## config.mk

```make
export PLATFORM = sky130hd
export DESIGN_NAME = spi_sram_responder
export DESIGN_NICKNAME = d
export VERILOG_FILES = /design/src/rtl/spi_sram_responder.sv
export SDC_FILE = /design/constraint.sdc
export NUM_CORES = 1
export LEC_CHECK = 0
export ABC_AREA = 1
export CORE_ASPECT_RATIO = 0.75
export CORE_MARGIN = 8
export CORE_UTILIZATION = 55
export DETAILED_ROUTE_END_ITERATION = 6
export PLACE_DENSITY = 0.79
export RECOVER_POWER = 100
export SLEW_MARGIN = 20
export SYNTH_ARGS = -nofsm -noshare
export SYNTH_HDL_FRONTEND = slang
export SYNTH_SLANG_ARGS = --single-unit
```

## constraint.sdc

```tcl
create_clock -name clk -period 2.6 [get_ports clk]
set_input_delay 0.52 -clock clk [delete_from_list [all_inputs] [get_ports clk]]
set_output_delay 0.52 -clock clk [all_outputs]
set_load 0.02 [all_outputs]
```

## src/rtl/spi_sram_responder.sv

```systemverilog
// SPI (mode 0) responder that exposes a byte-addressed SRAM through READ (0x03)
// and WRITE (0x02) commands with 24-bit addresses and sequential streaming.
module spi_sram_responder #(
    parameter int unsigned ADDR_BITS = 16
) (
    input  logic                 clk,
    input  logic                 rstn,
    input  logic                 spi_select,
    input  logic                 spi_clk,
    input  logic                 spi_mosi,
    output logic                 spi_miso,
    output logic [ADDR_BITS-1:0] mem_addr,
    output logic [7:0]           mem_wdata,
    output logic                 mem_we,
    output logic                 mem_re,
    input  logic [7:0]           mem_rdata,
    output logic                 busy
);

    typedef enum logic [2:0] {IDLE, CMD, ADDR, READ, WRITE, IGNORE} state_t;

    logic [1:0]           sel_s_q, sck_s_q, mosi_s_q;
    logic                 sck_prev_q, sel_prev_q;
    logic [1:0]           flush_q;
    state_t               state_q, state_d;
    logic [4:0]           bitcnt_q, bitcnt_d;
    logic [7:0]           shift_q, shift_d;
    logic [7:0]           tx_q, tx_d;
    logic                 is_wr_q, is_wr_d;
    logic [ADDR_BITS-1:0] addr_q, addr_d;
    logic [7:0]           wdata_q, wdata_d;
    logic                 we_q, we_d;
    logic                 re_q, re_d;
    logic                 ld_q, ld_d;
    logic                 miso_q, miso_d;

    logic       sel, sck, mosi, sck_rise, sck_fall, sel_fall;
    logic [7:0] shift_in;

    assign sel      = sel_s_q[1];
    assign sck      = sck_s_q[1];
    assign mosi     = mosi_s_q[1];
    assign sck_rise = sck & ~sck_prev_q;
    assign sck_fall = ~sck & sck_prev_q;
    assign sel_fall = sel_prev_q & ~sel;
    assign shift_in = {shift_q[6:0], mosi};

    assign spi_miso  = miso_q;
    assign mem_addr  = addr_q;
    assign mem_wdata = wdata_q;
    assign mem_we    = we_q;
    assign mem_re    = re_q;
    assign busy      = ~sel;

    always_comb begin
        state_d  = state_q;
        bitcnt_d = bitcnt_q;
        shift_d  = shift_q;
        tx_d     = tx_q;
        is_wr_d  = is_wr_q;
        addr_d   = addr_q;
        wdata_d  = wdata_q;
        we_d     = 1'b0;
        re_d     = 1'b0;
        ld_d     = re_q;
        miso_d   = 1'b1;
        // Read data arrives the cycle after the strobe; post-write address bump.
        if (ld_q) tx_d = mem_rdata;
        if (we_q) addr_d = addr_q + 1'b1;

        case (state_q)
            IDLE: if (sel_fall) begin
                state_d  = CMD;
                bitcnt_d = '0;
            end
            CMD: if (sck_rise) begin
                shift_d  = shift_in;
                bitcnt_d = bitcnt_q + 5'd1;
                if (bitcnt_q == 5'd7) begin
                    bitcnt_d = '0;
                    case (shift_in)
                        8'h03:   begin state_d = ADDR; is_wr_d = 1'b0; end
                        8'h02:   begin state_d = ADDR; is_wr_d = 1'b1; end
                        default: state_d = IGNORE;
                    endcase
                end
            end
            ADDR: if (sck_rise) begin
                // Shifting straight into the address keeps only the low ADDR_BITS.
                addr_d   = {addr_q[ADDR_BITS-2:0], mosi};
                bitcnt_d = bitcnt_q + 5'd1;
                if (bitcnt_q == 5'd23) begin
                    bitcnt_d = '0;
                    if (is_wr_q) state_d = WRITE;
                    else begin
                        state_d = READ;
                        re_d    = 1'b1;
                    end
                end
            end
            READ: begin
                miso_d = miso_q;
                if (sck_fall) begin
                    miso_d = tx_q[7];
                    tx_d   = {tx_q[6:0], 1'b1};
                end
                if (sck_rise) begin
                    bitcnt_d = bitcnt_q + 5'd1;
                    if (bitcnt_q == 5'd7) begin
                        bitcnt_d = '0;
                        addr_d   = addr_q + 1'b1;
                        re_d     = 1'b1;
                    end
                end
            end
            WRITE: if (sck_rise) begin
                shift_d  = shift_in;
                bitcnt_d = bitcnt_q + 5'd1;
                if (bitcnt_q == 5'd7) begin
                    bitcnt_d = '0;
                    we_d     = 1'b1;
                    wdata_d  = shift_in;
                end
            end
            IGNORE: ;
            default: state_d = IDLE;
        endcase

        if (state_q != IDLE && sel) begin
            state_d  = IDLE;
            bitcnt_d = '0;
            we_d     = 1'b0;
            re_d     = 1'b0;
            miso_d   = 1'b1;
        end
    end

    always_ff @(posedge clk) begin
        if (!rstn) begin
            sel_s_q    <= 2'b11;
            sck_s_q    <= 2'b00;
            mosi_s_q   <= 2'b00;
            sck_prev_q <= 1'b0;
            sel_prev_q <= 1'b0;
            flush_q    <= 2'd0;
            state_q    <= IDLE;
            bitcnt_q   <= '0;
            shift_q    <= '0;
            tx_q       <= '0;
            is_wr_q    <= 1'b0;
            addr_q     <= '0;
            wdata_q    <= '0;
            we_q       <= 1'b0;
            re_q       <= 1'b0;
            ld_q       <= 1'b0;
            miso_q     <= 1'b1;
        end else begin
            sel_s_q    <= {sel_s_q[0], spi_select};
            sck_s_q    <= {sck_s_q[0], spi_clk};
            mosi_s_q   <= {mosi_s_q[0], spi_mosi};
            sck_prev_q <= sck;
            // Until the synchroniser holds real samples, a select already low
            // must not look like a fresh falling edge.
            if (flush_q != 2'd2) flush_q <= flush_q + 2'd1;
            sel_prev_q <= (flush_q == 2'd2) ? sel : 1'b0;
            state_q    <= state_d;
            bitcnt_q   <= bitcnt_d;
            shift_q    <= shift_d;
            tx_q       <= tx_d;
            is_wr_q    <= is_wr_d;
            addr_q     <= addr_d;
            wdata_q    <= wdata_d;
            we_q       <= we_d;
            re_q       <= re_d;
            ld_q       <= ld_d;
            miso_q     <= miso_d;
        end
    end

endmodule

```

==> impl_results.md, run 1 <==
* Outcome: complete, no violations
* Max Cap Viol at 0
* Post-CTS sizing at 0
* IO Count at 41
* Met1 Usage GRT at 0.2546
* Worst hold slack at 0.4220 ns
* Via density at 5.408
* Synthesized flop and latch total at 62
* CP max-delay cell: nor2_2
* Fin Clk Skew at 0.007159 ns
* ANT nets after route at 0
* GPL Wtd Cong at 0.8968
* Critical path's largest stage delay at 0.51 ns
* CP delay by family, top: simple AND/OR/NAND/NOR gates
* Arr. time, crit path at 2.44 ns
* H-tree levels at 3
* Ys Warns at 0
* Placed instance area at 3731 um2
* Clock Sinks at 62
* Hold_buf cts at 0
* Diode count at 0
* Drt drc at 0
* Slew headroom at 0.4297
* Vias in the first global route at 3077
* TNS Setup at 0 ns
* Worst slew pin tran at 0.8524 ns
* First-pass GRT wire length at 14350 um
* Die W at 105.2 um
* Die Y at 82.91 um
* Vias post-DR at 3223
* M3 GR Usage at 0.06019
* Worst-path clk slew at 0.07 ns
* Pre-CTS setup slack at 0.5657 ns
* Final min period at 2.221 ns
* Post-route total power at 2.373 mW
* Fin. max-slew vios at 0
* Rows at 24
* Global Route Usage Sum at 0.1962
* Buffers on Ports at 40
* Total gr overflow at 0
* Clock root cell: clkbuf_8
* RSZ-0062 raised after global routing: false
* Commonest non-fill, non-tap cell in the layout: nand2_1
* Worst min path class: register to register
* CTS Buf Count at 9
* CTS tree: yes
* WP data required at 2.82 ns
* Post-Syn Area at 3283 um2
* Layout cells sized above 1 at 0.08301
* P&R area growth vs syn at 20.16%
* Post-route insts no fill at 596
* Final setup fails at 0
* LEAKAGE at 1.638 nW
* Tcrit/Tclk final at 0.8542
* Postcts setup bufs at 0
* Max Freq at 0.4502 GHz
* Pre-antenna DRT Iters at 5
* Syn nets at 488
* Initial core utilization at 0.5665
* Die area at 8723 um2
* Busiest layer in global routing: met2
* Design area at 3945 um2
* Detailed Place HPWL at 6032 um
* Power density over the cells at 601.6 nW/um2
* Placed cells at 580
* Worst-skew pair later-pin latency at 0.34 ns
* Largest net degree at the start of global routing at 30
* Fin worst setup slack at 0.3790 ns
* Routed WL at 8390 um
* Max IR drop VDD at 0.5236 mV
* Mapped Cells at 472
* CP Capture Type: register
* Initial antenna violation count at 0
* WP buf/inv at 3
* Final core utilization at 0.6807
* Seq/Total Area, Yosys at 0.3780
* Crit Path Class: register to register
* Cell variety after synth at 39
* Most frequent cells in the layout: 81 x nand2_1, 64 x inv_1, 62 x dfxtp_1
* Met2 Use GR at 0.2955
* Critical path fanouts, max at 13
* Syn Area/Cell at 6.956 um2
* Reg2reg setup slack at 0.38 ns
* Final nets at 529
* Routed length per instance at 14.08 um
* Core footprint at 5796 um2
* Final Hold Fails at 0
* Cells along the critical path: inv_1, nor2_4, nand2_4, nor2_2, inv_2, nand2_4, inv_2, o21ai_0, a21oi_1, nor2_1, nor2_1
* Startpoint Class: register
* Detailed Route Iter0 Violations at 231
* CTS Buffer Depth at 2
Yosys cell counts:
master / instances / area, um2
a211oi_1: 2 / 15.01
o2111ai_1: 1 / 8.760
xnor2_1: 2 / 17.52
buf_4: 2 / 15.01
nand3b_1: 1 / 7.510
nor2_8: 3 / 60.06
buf_6: 2 / 22.52
nor2_2: 5 / 31.28
o21ai_1: 13 / 65.06
o21ai_0: 50 / 250.2
a22oi_1: 5 / 37.54
nand3_2: 1 / 10.01
nand2_4: 2 / 22.52
clkbuf_1: 7 / 26.28
ha_1: 3 / 37.54
buf_1: 1 / 3.750
nand3_1: 23 / 115.1
nand2_2: 4 / 25.02
nand4_1: 4 / 25.02
o211ai_1: 5 / 37.54
nor3_1: 5 / 25.02
clkbuf_2: 1 / 5.000
nor2_4: 4 / 45.04
dfxtp_1: 62 / 1241
mux2i_1: 1 / 10.01
inv_2: 4 / 15.01
inv_1: 63 / 236.5
nand2_1: 80 / 300.3
nor2_1: 44 / 165.2
or2_2: 3 / 18.77
o22ai_1: 4 / 25.02
xor2_1: 6 / 52.55
a21oi_1: 50 / 250.2
or2_0: 1 / 6.260
a31oi_1: 3 / 18.77
nor3_2: 1 / 10.01
o21ai_2: 1 / 8.760
clkinv_1: 1 / 3.750
inv_4: 2 / 12.51
per-layer routing:
metal / up-vias / share of wire
met2: 98 / 0.45
met4: 0 / 0.012
li1: 1637 / -
met1: 1479 / 0.47
met5: - / 0
met3: 9 / 0.069
cell families after synthesis:
kind of cell | share of synthesized area
buffers and inverters | 0.1037
AO/OA/AOI/OAI | 0.2184
AND/OR/NAND/NOR | 0.2641
multiplexers | 0.003049
adder cells (fa/ha/maj) | 0.01143
flip-flops | 0.3780
XOR/XNOR | 0.02134
flip-flops by register name, indices dropped and copies added (netlist names):
register / flops
ld_q: 1
sck_prev_q: 1
sel_prev_q: 1
spi_miso: 1
flush_q: 2
mem_addr: 16
sel_s_q: 2
mem_we: 1
sck_s_q: 2
mosi_s_q: 2
is_wr_q: 1
bitcnt_q: 5
shift_q: 7
mem_wdata: 8
mem_re: 1
tx_q: 8
state_q: 3
power breakdown:
| group | switching, mW | internal (mW) |
|---|---|---|
| registers | 0.0294 | 0.987 |
| clock network | 0.396 | 0.734 |
| logic | 0.148 | 0.0787 |
| total | 0.574 | 1.80 |
area by class of cell:
cell class	count	area (um2)
fill	498	1851
multi-input combinational	327	1654
sequential	62	1241
timing repair buffer	43	422.9
inverter	70	267.8
clock inverter	6	133.9
clock buffer	10	127.6
tap	78	97.59
path summary, 6_finish.rpt:
| kind | start | end | cells after the start |
|---|---|---|---|
| setup / recovery | state_q[1] | mem_addr[6] | 11 |
| hold / removal | sel_s_q[0] | sel_s_q[1] | 1 |
| setup reg to reg | state_q[1] | mem_addr[6] | 11 |
| hold reg to reg | sel_s_q[0] | sel_s_q[1] | 1 |
(Power assumes the default switching activity.)
==> inputs of run 2 (changes only) <==
--- a/config.mk
+++ b/config.mk
@@ -16,3 +16,4 @@
 export SYNTH_ARGS = -nofsm -noshare
 export SYNTH_HDL_FRONTEND = slang
 export SYNTH_SLANG_ARGS = --single-unit
+export TNS_END_PERCENT = 30
==> results of run 2 <==
Final layout, timing and power as in run 1 (identical DEF).
